`src/rtl/posit_defines.sv`:
```
// Shared posit format constants and the decoded-operand record.
package posit_defines;

    localparam int NBITS   = 32;
    localparam int ES      = 2;
    localparam int SCALE_W = 10;
    localparam int FRAC_W  = NBITS - 4;

    typedef struct packed {
        logic               sign;
        logic [SCALE_W-1:0] scale;
        logic [FRAC_W-1:0]  fraction;
        logic               zero;
        logic               inf;
    } posit_t;

endpackage

```
`src/rtl/posit_extract.sv`:
```
// Combinational posit decode: sign, scale = regime*2^ES + exponent, fraction with hidden bit.
module posit_extract
    import posit_defines::*;
(
    input  logic [NBITS-1:0] posit,
    output posit_t           value
);

    localparam int RW = $clog2(NBITS) + 1;

    logic [NBITS-2:0]        body;
    logic [NBITS-4:0]        tail;
    logic [ES+FRAC_W-2:0]    rest;
    logic [RW-1:0]           run;
    logic [SCALE_W-1:0]      k;
    logic                    rc;
    logic                    stop;
    logic                    is_zero;
    logic                    is_nar;

    always_comb begin
        body    = posit[NBITS-1] ? -posit[NBITS-2:0] : posit[NBITS-2:0];
        rc      = body[NBITS-2];
        run     = '0;
        stop    = 1'b0;
        for (int unsigned i = 0; i < NBITS - 1; i++) begin
            if (!stop) begin
                if (body[NBITS-2-i] == rc) run = run + 1'b1;
                else                       stop = 1'b1;
            end
        end
        k = rc ? SCALE_W'(run) - SCALE_W'(1) : -SCALE_W'(run);

        // The regime is at least two bits, so the top two body bits never reach the tail.
        tail = body[NBITS-4:0];
        rest = tail << (run - 1'b1);

        is_zero = (posit == '0);
        is_nar  = (posit == {1'b1, {(NBITS-1){1'b0}}});

        value.sign     = posit[NBITS-1];
        value.zero     = is_zero;
        value.inf      = is_nar;
        value.scale    = (k << ES) | {{(SCALE_W-ES){1'b0}}, rest[ES+FRAC_W-2 -: ES]};
        value.fraction = {1'b1, rest[FRAC_W-2:0]};
        if (is_zero || is_nar) begin
            value.scale    = '0;
            value.fraction = '0;
        end
    end

endmodule

```
`src/rtl/positdiv_seq.sv`:
```
// Sequential posit divider: restoring division one quotient bit per cycle, then
// normalize, round-to-nearest-even and encode. done fires QBITS+2 cycles after start.
module positdiv_seq #(
    parameter int NBITS = posit_defines::NBITS,
    parameter int ES    = posit_defines::ES,
    parameter int QBITS = 30
) (
    input  logic             clk,
    input  logic             reset_n,
    input  logic             start,
    input  logic [NBITS-1:0] in1,
    input  logic [NBITS-1:0] in2,
    output logic [NBITS-1:0] result,
    output logic             inf,
    output logic             zero,
    output logic             done,
    output logic             busy
);

    localparam int SW = posit_defines::SCALE_W;
    localparam int FW = posit_defines::FRAC_W;
    localparam int CW = $clog2(QBITS);
    localparam int XW = 2 + ES + (QBITS - 1) + (NBITS - 1);
    localparam logic signed [SW-1:0] SCALE_MAX = SW'((NBITS - 2) * (2 ** ES));
    localparam logic signed [SW-1:0] SCALE_MIN = -SCALE_MAX;

    typedef enum logic [1:0] {IDLE, DIVIDE, ENCODE, DONE} state_t;

    state_t state, state_next;

    logic [NBITS-1:0]       op1, op2;
    logic [CW-1:0]          cnt;
    logic [QBITS-1:0]       quo;
    logic [FW:0]            rem;
    logic [QBITS-2:0]       n_frac;
    logic signed [SW-1:0]   n_scale;
    logic                   n_sticky, n_sign, n_inf, n_zero;

    posit_defines::posit_t  dec1, dec2;

    logic [FW:0]            rem_cur, rem_sub, rem_next;
    logic                   ge;
    logic [QBITS-1:0]       q_next;
    logic                   int_bit;
    logic [QBITS-2:0]       norm_frac;
    logic signed [SW-1:0]   norm_scale;
    logic [SW-1:0]          k, sh;
    logic [XW-1:0]          x, y;
    logic [NBITS-2:0]       mag_t, mag;
    logic                   guard, sticky_all, round_up;
    logic [NBITS-1:0]       enc_result;

    posit_extract u_ext1 (.posit(op1), .value(dec1));
    posit_extract u_ext2 (.posit(op2), .value(dec2));

    always_ff @(posedge clk or negedge reset_n) begin
        if (!reset_n) state <= IDLE;
        else          state <= state_next;
    end

    always_comb begin
        state_next = state;
        busy       = 1'b0;
        case (state)
            IDLE:    if (start) state_next = DIVIDE;
            DIVIDE:  if (cnt == CW'(QBITS - 1)) state_next = ENCODE;
            ENCODE:  state_next = DONE;
            DONE:    state_next = IDLE;
            default: state_next = IDLE;
        endcase
        busy = (state != IDLE);
    end

    // The first iteration takes the dividend fraction straight from the decoder.
    always_comb begin
        rem_cur    = (cnt == '0) ? {1'b0, dec1.fraction} : rem;
        ge         = (rem_cur >= {1'b0, dec2.fraction});
        rem_sub    = ge ? rem_cur - {1'b0, dec2.fraction} : rem_cur;
        rem_next   = rem_sub << 1;
        q_next     = {quo[QBITS-2:0], ge};

        int_bit    = quo[QBITS-1];
        norm_frac  = int_bit ? quo[QBITS-2:0] : {quo[QBITS-3:0], 1'b0};
        norm_scale = dec1.scale - dec2.scale - {{(SW-1){1'b0}}, ~int_bit};
    end

    // Regime pattern '10' (k>=0) or '01' (k<0) is arithmetically shifted to build the run.
    always_comb begin
        k          = n_scale >>> ES;
        sh         = k[SW-1] ? ~k : k;
        x          = {(k[SW-1] ? 2'b01 : 2'b10), n_scale[ES-1:0], n_frac, {(NBITS-1){1'b0}}};
        y          = $signed(x) >>> sh;
        mag_t      = y[XW-1 -: NBITS-1];
        guard      = y[XW-NBITS];
        sticky_all = (|y[XW-NBITS-1:0]) | n_sticky;
        round_up   = guard & (sticky_all | mag_t[0]);
        mag        = (round_up && mag_t != '1) ? mag_t + 1'b1 : mag_t;
        if (n_scale > SCALE_MAX)      mag = '1;
        else if (n_scale < SCALE_MIN) mag = {{(NBITS-2){1'b0}}, 1'b1};

        if (n_inf)       enc_result = {1'b1, {(NBITS-1){1'b0}}};
        else if (n_zero) enc_result = '0;
        else             enc_result = n_sign ? -{1'b0, mag} : {1'b0, mag};
    end

    always_ff @(posedge clk or negedge reset_n) begin
        if (!reset_n) begin
            op1      <= '0;
            op2      <= '0;
            cnt      <= '0;
            quo      <= '0;
            rem      <= '0;
            n_frac   <= '0;
            n_scale  <= '0;
            n_sticky <= 1'b0;
            n_sign   <= 1'b0;
            n_inf    <= 1'b0;
            n_zero   <= 1'b0;
            result   <= '0;
            inf      <= 1'b0;
            zero     <= 1'b0;
            done     <= 1'b0;
        end else begin
            done <= 1'b0;
            case (state)
                IDLE: begin
                    if (start) begin
                        op1 <= in1;
                        op2 <= in2;
                        cnt <= '0;
                    end
                end
                DIVIDE: begin
                    quo <= q_next;
                    rem <= rem_next;
                    cnt <= cnt + 1'b1;
                end
                ENCODE: begin
                    n_frac   <= norm_frac;
                    n_scale  <= norm_scale;
                    n_sticky <= |rem;
                    n_sign   <= dec1.sign ^ dec2.sign;
                    n_inf    <= dec1.inf | dec2.inf | dec2.zero;
                    n_zero   <= ~(dec1.inf | dec2.inf | dec2.zero) & dec1.zero;
                end
                DONE: begin
                    result <= enc_result;
                    inf    <= n_inf;
                    zero   <= n_zero;
                    done   <= 1'b1;
                end
                default: ;
            endcase
        end
    end

endmodule

```
`config.mk`:
```
export PLATFORM = sky130hd
export DESIGN_NAME = positdiv_seq
export DESIGN_NICKNAME = d
export VERILOG_FILES = /design/src/rtl/posit_defines.sv /design/src/rtl/posit_extract.sv /design/src/rtl/positdiv_seq.sv
export SDC_FILE = /design/constraint.sdc
export NUM_CORES = 1
export LEC_CHECK = 0
export ABC_AREA = 1
export BUFFER_PORTS_ARGS = -buffer_cell sky130_fd_sc_hd__buf_2
export CELL_PAD_IN_SITES_DETAIL_PLACEMENT = 1
export CELL_PAD_IN_SITES_GLOBAL_PLACEMENT = 1
export CORE_MARGIN = 4
export CORE_UTILIZATION = 35
export DETAILED_ROUTE_END_ITERATION = 10
export PLACE_DENSITY = 0.64
export SKIP_LAST_GASP = 1
export SLEW_MARGIN = 5
export SYNTH_ARGS = -nofsm -noshare
export SYNTH_HDL_FRONTEND = slang
export SYNTH_SLANG_ARGS = --single-unit
```
`constraint.sdc`:
```
create_clock -name clk -period 36.3 [get_ports clk]
set_input_delay 7.26 -clock clk [delete_from_list [all_inputs] [get_ports clk]]
set_output_delay 7.26 -clock clk [all_outputs]
set_load 0.01 [all_outputs]
```
==> results.yml, run 1 <==
outcome:
  status: "finished clean"
place:
  place.gp.congestion: 0.884
  dpl_worst_slack_ns: 17.95
  portBuffers: 102
  dpl.hpwl_um: 79000
route:
  drt-pass1-iter-count: 7
  wl_per_cell_um: 16.6
  drt_wl_total_um: 96900
  via_count: 29717
  antenna_left: 0
  drt_iter0_drc: 1648
  drc: 0
  post_drt_via_cell_ratio: 5.10
die:
  dieArea_um2: 83100
  std_cell_rows: 102
  io_pins: 103
  die_w_um: 288
  start_util_pct: 35.4
  core_um2: 77700
  die_y_um: 288
synthesis:
  synth_fp_nets: 4944
  async_reset_ff_share_pct: 100
  synth_cells: 4769
  ys_types: 72
  postSynthAreaPerCell_um2: 5.77
  netlist_area_um2: 27500
  synth_top_area_cell: "nand2_1"
  synth_edf_count: 0
  ys_seq_elements: 207
  synth.area.top_cells: "nand2_1 20%, dfrtp_1 19%, o21ai_0 10%"
  synth-main-ff-cell: "dfrtp_1"
  yosysSeqAreaShare_pct: 18.8
  synth_warnings: 0
  synthDominantCellAreaShare_pct: 19.5
clock_network:
  cts_inserted_buffers: 29
  clk_pin_slew_ns: 0.07
  cts_sinks: 207
  cts_max_level: 1
  cts-root-buf: "clkbuf_16"
  post-cts-setup-buffer-count: 0
  cts_hold_buf: 0
  clock_latency_ns: 0.61
  ctsLongestPathBuffers: 3
  cts_resized: 0
  cts_tree: "yes"
flow_run:
  maxCapViolCount: 0
worst_setup_path:
  crit_top_cell: "nand2_1"
  setup.worst_path.end_class: "flop"
  worstPathMaxFanout: 34
  slowest_stage: "ha_1"
  crit_type: "reg2reg"
  cp_data_required_time_ns: 36.83
  cp_data_arrival_time_ns: 19.01
  slowest_delay_ns: 0.70
  path_buf_inv: 15
  crit_path_start_kind: "flop"
  crit_family: "simple AND/OR/NAND/NOR gates"
global_routing:
  antenna_found_initial: 0
  grt_pass1_vias: 29628
  grt.total_usage_pct: 23.1
  grt_overflow: 0
  grt_pass1_wl_um: 158000
  grt_max_degree: 96
timing:
  finalMaxSlewViolations: 0
  finalHoldViolations: 0
  fin_ws_ns: 17.82
  maxSlewHeadroom_pct: 32.1
  fin_skew_ns: 0.0375
  worst_slew_pin_slew_ns: 1.02
  setup_viol: 0
  clock.fmax_ghz: 0.0541
  tns_ns: 0
  period_share_pct: 50.9
  rsz0062_at_grt: "no"
  period_minus_slack_ns: 18.48
final_layout:
  drive_above_1_share_pct: 9.71
  syn_to_final_growth_pct: 8.34
  antenna_cells: 0
  finalNetCount: 4947
worst_hold_path:
  hold_class: "reg2reg"
-- layout make-up --
class | instances | area, um2
timing repair buffer | 128 | 716
clock buffer | 37 | 836
sequential | 207 | 5180
fill | 10765 | 47900
clock inverter | 12 | 149
tap | 1040 | 1300
multi-input combinational | 3702 | 19000
inverter | 704 | 2660
-- path summary, 6_finish.rpt --
kind | to | cells past startpoint | start | slack (ns)
worst min register to register | inf$_DFFE_PN0P_ | 2 | inf$_DFFE_PN0P_ | 0.47
min in group asynchronous | result[30]$_DFFE_PN0P_ | 1 | reset_n | 6.69
worst min-delay path | inf$_DFFE_PN0P_ | 2 | inf$_DFFE_PN0P_ | 0.47
worst max register to register | rem[22]$_DFFE_PN0P_ | 108 | op1[0]$_DFFE_PN0P_ | 17.82
max in group asynchronous | n_frac[27]$_DFFE_PN0P_ | 2 | reset_n | 28.17
worst max-delay path | rem[22]$_DFFE_PN0P_ | 108 | op1[0]$_DFFE_PN0P_ | 17.82
-- cell usage in the layout (no fill, tap or decap), drive strengths merged, types with 21 or more instances in the layout --
| cell type | n |
|---|---|
| xnor2 | 34 |
| buf | 128 |
| o21ai | 597 |
| ha | 105 |
| nand2 | 1537 |
| a21oi | 168 |
| nor2 | 441 |
| dfrtp | 207 |
| or2 | 27 |
| clkbuf | 37 |
| nand3b | 21 |
| nor4 | 23 |
| a31oi | 21 |
| inv | 693 |
| xor2 | 114 |
| nor3 | 46 |
| nand4 | 74 |
| nand3 | 409 |
-- logic make-up after synthesis --
group                    count (synthesis)  synth area share (%)
XOR/XNOR                               148                  4.74
AO/OA/AOI/OAI                          851                  16.4
AND/OR/NAND/NOR                       2587                  42.4
adder cells (fa/ha/maj)                108                  4.99
multiplexers                             8                 0.291
buffers and inverters                  860                  12.3
flip-flops                             207                  18.8
-- sequential cells by signal (all words and copies together), names as in the netlist, 2 cells and up --
register,flops
cnt,5
rem,28
result,32
op2,32
n_frac,29
state,2
op1,32
quo,30
n_scale,10
-- worst register-to-register path, delay by kind of cell, from the launching register on --
family                   cells  cell delay [ns]
AO/OA/AOI/OAI               14             2.86
AND/OR/NAND/NOR             62             8.65
flip-flops                   1             0.37
buffers and inverters       15             1.41
adder cells (fa/ha/maj)     17             5.13
-- metal layers --
metal	track usage, %	wire length, um	up-vias
li1	-	-	15321
met1	30.6	45600	13929
met2	40.6	46100	359
met3	2.05	2850	108
met4	5.57	2410	0
met5	0	0	-
-- cells in the mapped netlist (15+ instances only) --
master / number
a21oi_1: 163
a31oi_1: 21
buf_1: 19
clkbuf_1: 105
dfrtp_1: 207
ha_1: 105
inv_1: 633
inv_2: 50
nand2_1: 1430
nand2_2: 92
nand2_4: 15
nand3_1: 375
nand3_2: 32
nand3b_1: 19
nand4_1: 71
nor2_1: 394
nor2_2: 21
nor3_1: 43
nor4_1: 23
o211ai_1: 15
o21ai_0: 566
o21ai_1: 28
or2_2: 19
xnor2_1: 34
xor2_1: 113
-- through the flow --
| stage | cell area [um2] | util (%) | std cells | hold WS [ns] |
|---|---|---|---|---|
| floorplan | 27500 | - | 4769 | 0.464 |
| global placement | 28800 | 37.1 | 5781 | 0.451 |
| detailed placement | 28800 | 37.1 | 5781 | 0.456 |
| CTS | 29800 | 38.3 | 5830 | 0.471 |
| global route | 29800 | 38.3 | 5830 | 0.503 |
| finish | 29800 | 38.3 | 5830 | 0.470 |
Power of run 1 is left out: the tool's default activity adds up to more than one toggle a clock period on the data nets, which glitch-free logic cannot reach.
==> run 2, diff against run 1 <==
Settings changed: PLACE_DENSITY 0.64 to 0.67.
Clock period 36.3 ns to 16.7 ns, I/O delays scaled along.
==> run 2 against run 1 <==
- wire length is 3.2% higher
- largest cell class unchanged
- critical path type unchanged
- clock skew fell by 0.022 ns
- highest routed layer unchanged
- critical path depth increased by 9
- register-to-register slack got worse by 17 ns
- worst setup slack lost 17 ns
- worst hold slack improved by 0.0075 ns
- clock-buffer cell count shrank 3
- first-iteration DRC count fell by 0.73%
- design area rose by 5.4%
- die area unchanged
- global-route usage rose by 0.097 points
==> results.yml, run 2 (synthesis results as in run 1) <==
outcome:
  status: "finished clean"
worst_hold_path:
  hold_depth: 2
  min-delay-start: "result[0]$_DFFE_PN0P_"
  hold_class: "reg2reg"
  hold_path_end: "result[0]$_DFFE_PN0P_"
clock_network:
  cts_inserted_buffers: 27
  clock_latency_ns: 0.60
  cts-root-buf: "clkbuf_16"
  ctsLongestPathBuffers: 3
  clk_pin_slew_ns: 0.06
  cts_max_level: 1
  cts_sinks: 207
  cts_tree: "yes"
timing:
  finalMaxSlewViolations: 0
  maxSlewHeadroom_pct: 35.2
  clock.fmax_ghz: 0.0640
  finalHoldViolations: 0
  fin_skew_ns: 0.0153
  worst_slew_pin_slew_ns: 0.972
  period_minus_slack_ns: 15.63
  setup_viol: 0
  period_share_pct: 93.6
  fin_ws_ns: 1.07
  tns_ns: 0
  hold_slack_ns: 0.477
die:
  core_um2: 77700
  io_pins: 103
  die_y_um: 288
  start_util_pct: 35.4
  die_w_um: 288
  std_cell_rows: 102
  dieArea_um2: 83100
global_routing:
  grt.total_usage_pct: 23.2
  grt_overflow: 0
  grt_pass1_vias: 30284
  grt_max_degree: 97
  grt_pass1_wl_um: 159000
  antenna_found_initial: 6
final_layout:
  finalNetCount: 5042
  design_area_um2: 31400
  syn_to_final_growth_pct: 14.2
  largestRegisters: "op1 (32), op2 (32), result (32)"
  mostFrequentLayoutCell: "nand2_1"
  antenna_cells: 0
  final_cell_mix: "1396 x nand2_1, 626 x inv_1, 515 x o21ai_0, 368 x nand3_1, 357 x nor2_1"
  drive_above_1_share_pct: 14.7
route:
  highest_layer: "met4"
  drt_wl_total_um: 100000
  via_count: 30535
  antenna_left: 0
  post_drt_via_cell_ratio: 5.15
  drc: 0
  drt-pass1-iter-count: 7
  routed-wl-met3_um: 3340
  drt_iter0_drc: 1636
  wl_per_cell_um: 16.9
  wl_met2_um: 49100
  met1_length_um: 44800
worst_setup_path:
  slowest_delay_ns: 0.37
  cp_data_required_time_ns: 17.23
  crit_type: "reg2reg"
  setup.worst_path.end_class: "flop"
  crit_family: "simple AND/OR/NAND/NOR gates"
  slowest_stage: "dfrtp_1"
  crit_top_cell: "nand2_1"
  ff2ff_setup_slack_ns: 1.07
  cp_data_arrival_time_ns: 16.16
  worstReg2RegStart: "op1[1]$_DFFE_PN0P_"
  timing.rr.end: "rem[19]$_DFFE_PN0P_"
  worstPathMaxFanout: 16
  path_buf_inv: 18
  reg2reg_depth: 117
  crit_path_start_kind: "flop"
place:
  post_dp_cell_area_um2: 29100
  portBuffers: 102
  place.gp.congestion: 0.926
  dpl_worst_slack_ns: -0.335
  dpl.hpwl_um: 80400
flow_run:
  maxCapViolCount: 0
-- run 2: final cells by class --
type	instances	area, um2
repair buffers	222	1500
multi-input cells	3703	19800
well taps	1040	1300
flip-flops and latches	207	5190
fillers	10627	46300
repair inverters	2	15.0
clock inverters	15	229
inverters	704	2690
clock buffers	34	722
-- run 2: worst max path at each step --
stage,start,depth (start not counted),to,slack (ns)
after floorplan,op1[0]$_DFFE_PN0P_,112,rem[25]$_DFFE_PN0P_,1.74
after global placement,op1[0]$_DFFE_PN0P_,117,rem[23]$_DFFE_PN0P_,0.03
after detailed placement,op1[0]$_DFFE_PN0P_,119,rem[23]$_DFFE_PN0P_,-0.34
after CTS,op1[0]$_DFFE_PN0P_,110,rem[6]$_DFFE_PN0P_,0.0005
after global routing,op1[1]$_DFFE_PN0P_,118,rem[23]$_DFFE_PN0P_,-0.22
final,op1[1]$_DFFE_PN0P_,117,rem[19]$_DFFE_PN0P_,1.07
-- run 2: repair_timing --
item                       CTS  global route
gates cloned                 1             2
buffers inserted             3            51
pin swaps                    3            60
resized for setup           14           267
setup endpoints to repair   29            39
hold buffers                 0             0
-- run 2: layer usage --
| layer | vias to the layer above | GRT usage, % |
|---|---|---|
| met2 | 445 | 41.7 |
| met5 | - | 0 |
| met1 | 14438 | 29.6 |
| li1 | 15515 | - |
| met4 | 0 | 6.26 |
| met3 | 137 | 2.25 |
-- run 2: worst min-delay path: cells and delay by family, from the launching register on --
family             cells  cell delay, ns
AOI/OAI and AO/OA      1            0.06
DFF                    1            0.34
and+or+nand+nor        1            0.05
-- run 2: stage by stage --
stage               std cells  util, %
detailed placement       5821     37.4
global route             5927     40.4
CTS                      5874     38.8
global placement         5821     37.4
finish                   5927     40.4
floorplan                4769        -
Power of run 2 is left out for the same reason.
